**config.mk**
```make
export PLATFORM = sky130hd
export DESIGN_NAME = fetch_unit
export DESIGN_NICKNAME = d
export VERILOG_FILES = /design/src/rtl/fetch_unit_pkg.sv /design/src/rtl/fetch_unit.sv
export SDC_FILE = /design/constraint.sdc
export NUM_CORES = 1
export LEC_CHECK = 0
export ABC_AREA = 1
export BUFFER_PORTS_ARGS = -buffer_cell sky130_fd_sc_hd__clkbuf_2
export CORE_MARGIN = 2
export CORE_UTILIZATION = 35
export DETAILED_ROUTE_END_ITERATION = 8
export PLACE_DENSITY_LB_ADDON = 0.05
export SLEW_MARGIN = 20
export SYNTH_ARGS = -nofsm -noshare
export SYNTH_HDL_FRONTEND = slang
export SYNTH_SLANG_ARGS = --single-unit
export TNS_END_PERCENT = 5
```
**constraint.sdc**
```tcl
create_clock -name clk -period 6.3 [get_ports clk]
set_clock_uncertainty 0.15 [all_clocks]
set_input_delay 0.315 -clock clk [delete_from_list [all_inputs] [get_ports clk]]
set_output_delay 0.315 -clock clk [all_outputs]
set_load 0.05 [all_outputs]
```
**src/rtl/fetch_unit_pkg.sv**
```systemverilog
// Shared pipeline constants for the fetch stage: NOP encoding, PC step and
// the fetch FSM state type.
package fetch_unit_pkg;

  localparam logic [31:0] NOP_INSTR = 32'h0000_0013;
  localparam int unsigned PC_INC    = 4;

  typedef enum logic [1:0] {
    ST_REQ  = 2'd0,
    ST_WAIT = 2'd1,
    ST_HOLD = 2'd2
  } fetch_state_e;

endpackage

```
**src/rtl/fetch_unit.sv**
```systemverilog
// Instruction fetch unit: issues one imem request at a time, buffers the
// returned instruction in a single registered entry that feeds IF/ID, and
// restarts fetch on redirect (discarding any in-flight response).
// Optional build macro: FETCH_PERF_CNT_EN adds fetch/bubble counters.
//
// state | meaning
// REQ   | request driven at pc (unless buffer full under stall)
// WAIT  | one request outstanding, waiting for its response
// HOLD  | buffer full, waiting for stall release
module fetch_unit
  import fetch_unit_pkg::*;
#(
  parameter int                   BUS_WIDTH   = 64,
  parameter int                   INSTR_WIDTH = 32,
  parameter logic [BUS_WIDTH-1:0] RESET_PC    = '0
) (
  input  logic                   clk,
  input  logic                   rst,
  input  logic                   stall,
  input  logic                   redirect_valid,
  input  logic [BUS_WIDTH-1:0]   redirect_pc,
  output logic                   imem_req_valid,
  input  logic                   imem_req_ready,
  output logic [BUS_WIDTH-1:0]   imem_req_addr,
  input  logic                   imem_resp_valid,
  input  logic [INSTR_WIDTH-1:0] imem_resp_data,
  output logic [BUS_WIDTH-1:0]   out_pc,
  output logic [INSTR_WIDTH-1:0] out_instr,
  output logic                   out_valid
`ifdef FETCH_PERF_CNT_EN
  ,
  output logic [31:0]            perf_fetch_cnt,
  output logic [31:0]            perf_bubble_cnt
`endif
);

  fetch_state_e           state_q, state_d;
  logic [BUS_WIDTH-1:0]   pc_q, pc_d;
  logic [BUS_WIDTH-1:0]   buf_pc_q, buf_pc_d;
  logic [INSTR_WIDTH-1:0] buf_instr_q, buf_instr_d;
  logic                   buf_valid_q, buf_valid_d;
  logic                   drop_q, drop_d;
  logic                   req_fire;
  logic                   load_en;

  // Request is suppressed in reset, while a stale response is pending, and
  // when the buffer is full and cannot drain this cycle.
  always_comb begin
    imem_req_valid = 1'b0;
    if (!rst && state_q == ST_REQ && !drop_q && (!buf_valid_q || !stall)) begin
      imem_req_valid = 1'b1;
    end
  end

  assign imem_req_addr = pc_q;
  assign req_fire      = imem_req_valid && imem_req_ready;
  assign load_en       = (state_q == ST_WAIT) && imem_resp_valid && !drop_q && !redirect_valid;

  // Next-state: FSM, buffer drain/refill, pc advance, redirect override.
  always_comb begin
    state_d     = state_q;
    pc_d        = pc_q;
    buf_pc_d    = buf_pc_q;
    buf_instr_d = buf_instr_q;
    buf_valid_d = buf_valid_q;
    drop_d      = drop_q;

    if (!stall) begin
      buf_valid_d = 1'b0;
    end
    if (drop_q && imem_resp_valid) begin
      drop_d = 1'b0;
    end

    case (state_q)
      ST_REQ: begin
        if (buf_valid_q && stall) begin
          state_d = ST_HOLD;
        end else if (req_fire) begin
          state_d = ST_WAIT;
        end
      end
      ST_WAIT: begin
        if (load_en) begin
          buf_valid_d = 1'b1;
          buf_pc_d    = pc_q;
          buf_instr_d = imem_resp_data;
          pc_d        = pc_q + BUS_WIDTH'(PC_INC);
          state_d     = ST_REQ;
        end
      end
      ST_HOLD: begin
        if (!stall) begin
          state_d = ST_REQ;
        end
      end
      default: state_d = ST_REQ;
    endcase

    // A request still in flight (or accepted right now) will return data for
    // the old path; remember to throw that one response away.
    if (redirect_valid) begin
      buf_valid_d = 1'b0;
      pc_d        = redirect_pc;
      state_d     = ST_REQ;
      drop_d      = req_fire
                 || (state_q == ST_WAIT && !imem_resp_valid)
                 || (drop_q && !imem_resp_valid);
    end
  end

  // State and buffer registers.
  always_ff @(posedge clk or posedge rst) begin
    if (rst) begin
      state_q     <= ST_REQ;
      pc_q        <= RESET_PC;
      buf_pc_q    <= RESET_PC;
      buf_instr_q <= INSTR_WIDTH'(NOP_INSTR);
      buf_valid_q <= 1'b0;
      drop_q      <= 1'b0;
    end else begin
      state_q     <= state_d;
      pc_q        <= pc_d;
      buf_pc_q    <= buf_pc_d;
      buf_instr_q <= buf_instr_d;
      buf_valid_q <= buf_valid_d;
      drop_q      <= drop_d;
    end
  end

  assign out_valid = buf_valid_q;
  assign out_pc    = buf_valid_q ? buf_pc_q : pc_q;
  assign out_instr = buf_valid_q ? buf_instr_q : INSTR_WIDTH'(NOP_INSTR);

`ifdef FETCH_PERF_CNT_EN
  logic [31:0] fetch_cnt_q;
  logic [31:0] bubble_cnt_q;

  // Count buffered instructions and unstalled cycles with an empty buffer.
  always_ff @(posedge clk or posedge rst) begin
    if (rst) begin
      fetch_cnt_q  <= 32'd0;
      bubble_cnt_q <= 32'd0;
    end else begin
      if (load_en) begin
        fetch_cnt_q <= fetch_cnt_q + 32'd1;
      end
      if (!stall && !buf_valid_q) begin
        bubble_cnt_q <= bubble_cnt_q + 32'd1;
      end
    end
  end

  assign perf_fetch_cnt  = fetch_cnt_q;
  assign perf_bubble_cnt = bubble_cnt_q;
`endif

endmodule

```
==> flow_summary.yaml <==
global_route:
  grt_overflow: 0
  grt_pass1_vias: 9219
  grt_pass1_wl_um: 52600
  antenna_found_initial: 0
  grt_start_max_net_pins: 105
  track_usage: 0.241
floorplan:
  die_w_um: 168
  die_h_um: 168
  die-area_mm2: 0.0282
  start_util: 0.359
  boundaryPins: 264
  coreArea_mm2: 0.0262
  fp-row-count: 59
synthesis:
  synth_nets: 1441
  async_flop_share: 1.00
  syn_area_per_cell_um2: 7.02
  yosysUniqueCellTypes: 40
  netlist_area_mm2: 0.00940
  ys_seq_area_frac: 0.437
  postSynthCellCount: 1338
  synth-main-ff-cell: "dfrtp_1"
  yosys_register_bits: 164
  synth-edff-count: 0
  yosys_warnings: 0
finish:
  nets: 1732
  multi_input_area_mm2: 0.00451
  area_growth_pct: 29.4
  seqCellArea_mm2: 0.00411
  utilization: 0.464
  drive_gt1_frac: 0.216
  fin_cells: 1977
  n_antenna_cell: 0
  nFillCells: 2780
  post-route-cell-area_mm2: 0.0122
sta:
  hold_viol_final: 0
  fin_crit_sh: 0.557
  slew_violations: 0
  fmax_ghz: 0.285
  setup_tns_ns: 0
  rsz0062_at_grt: "no"
  whs_ns: 0.00748
  setup_viol: 0
  setup_ws_ns: 2.79
  layout_min_cycle_time_ns: 3.51
  tightest_slew_ns: 1.04
  max_slew_margin: 0.307
power_and_ir_drop:
  p_per_area_mw_per_mm2: 362
  vdd_drop_max_uv: 170
  p_leak_nw: 6.07
  p_total_mw: 4.40
routing:
  drt_iter0_drc: 922
  drt-total-wl_um: 33700
  ant_nets: 0
  vias_per_cell: 4.98
  vias: 9853
  drc: 0
  drt_pass1_iterations: 6
  wire_per_inst_um: 17.1
placement:
  port_buffers: 263
  gp_congestion: 0.898
  dp.cells: 1882
  postPlaceCellArea_mm2: 0.0109
  dpl_worst_slack_ns: 2.85
  dp_hpwl_um: 24100
clock_network:
  cts.sinks: 164
  cts-root-buf: "clkbuf_16"
  cts_buffer_depth: 2
  cts_tree: "done"
  htree_levels: 4
  cts_buffers: 17
  clk_pin_slew_worst_paths_ns: 0.08
  insertion_delay_ns: 0.44
critical_path:
  path_buf_inv: 3
  cp-end-kind: "flip-flop"
  cp.required_ns: 6.51
  worst_path_dominant_cell_family: "buffers and inverters"
  cpPeakStageDelay_ns: 0.73
  worst-path-max-fanout: 86
  worstPathArrival_ns: 3.72
  crit_slowest_cell: "buf_4"
  worstSetupPathType: "reg2reg"
  path_cells: "nor2_2 > nand3_2 > nor2_4 > buf_4 > inv_4 > buf_4 > nor2_1 > nand4_1 > nand4_1"
  worst_setup_path_start_kind: "flip-flop"
worst_hold_path:
  hold_class: "in2reg"
flow_run:
  maxCapViolCount: 0
outcome:
  status: "finished clean"
## registers in the layout, indices dropped and copies added (netlist names)
register,flops
buf_pc_q,64
imem_req_addr,64
buf_instr_q,32
state_q,2
drop_q,1
out_valid,1
## power breakdown
| part | internal (mW) | switching [mW] |
|---|---|---|
| sequential | 1.41 | 0.267 |
| clock | 0.614 | 0.483 |
| combinational | 0.412 | 1.21 |
## final timing paths
check / from / end / slack [ns] / depth (start not counted)
max reg2reg: state_q[1] / imem_req_addr[41] / 2.79 / 9
max: state_q[1] / imem_req_addr[41] / 2.79 / 9
min: redirect_pc[32] / imem_req_addr[32] / 0.007 / 3
min reg2reg: buf_instr_q[24] / buf_instr_q[24] / 0.32 / 2
max in group asynchronous: rst / buf_instr_q[24] / 4.44 / 4
min in group asynchronous: rst / imem_req_addr[24] / 0.31 / 3
## layout make-up
class | count | share of cell area
Clock inverter | 12 | 0.0119
Inverter | 136 | 0.0426
Timing Repair Buffer | 334 | 0.165
Multi-Input combinational cell | 976 | 0.370
Tap cell | 335 | 0.0345
Sequential cell | 164 | 0.338
Clock buffer | 20 | 0.0375
## routing by layer
layer | vias to the layer above | track usage | wire length, µm
met5 | - | 0 | 0
met2 | 332 | 0.381 | 15300
met1 | 4619 | 0.344 | 16000
li1 | 4868 | - | -
met4 | 0 | 0.0612 | 630
met3 | 34 | 0.0383 | 1820
## cells in the final DEF, fill, tap and decap left out, types with 2 or more instances in the layout
master / count
a21oi_1: 17
a22oi_1: 2
a31oi_1: 5
buf_4: 8
bufinv_16: 2
clkbuf_16: 17
clkbuf_2: 263
clkbuf_8: 2
clkinv_4: 2
clkinvlp_4: 4
dfrtp_1: 160
dfstp_2: 3
dlygate4sd3_1: 63
inv_1: 127
inv_2: 6
inv_6: 4
nand2_1: 487
nand2_2: 4
nand2_4: 3
nand3_1: 69
nand3_2: 4
nand3b_1: 10
nand4_1: 25
nor2_1: 118
nor2_2: 15
nor2_4: 10
nor3_1: 6
o2111ai_1: 5
o211ai_1: 13
o21a_1: 4
o21ai_0: 116
o21ai_1: 32
o221ai_1: 7
o31ai_1: 6
xor2_1: 9
## cells by family after synthesis
family / after synthesis / share of synthesized area
adders and majority gates: 1 / 0.00133
and+or+nand+nor: 756 / 0.344
buffers and inverters: 198 / 0.0833
AOI/OAI and AO/OA: 209 / 0.125
DFF: 164 / 0.437
xor gates and xnor gates: 10 / 0.00932
## cells in the mapped netlist, drive strengths merged, types with 7 or more instances
cell type  instances  area, µm²
clkbuf            31        116
nand3b            10       75.1
nand2            494       1890
o21ai            148        741
a21oi             17       85.1
o221ai             7       61.3
inv              135        507
o211ai            14        110
nand3             74        403
nor3               7       40.0
xor2               9       78.8
nand4             25        156
dfrtp            161       4030
nor2             143        649
buf               31        156
## worst register-to-register path: cells and delay by family, from the launching register on
kind                   cells  cell delay (ns)
DFF                        1             0.43
and+or+nand+nor            6             1.09
buffers and inverters      3             1.77
## repair_timing
action | CTS | global route
gates resized for setup | 0 | 0
setup endpoints to repair | 0 | 0
hold buffers | 63 | 0
hold endpoints to repair | 105 | 0
buffers inserted | 0 | 0
No activity file was read; power rests on OpenSTA's default activity.
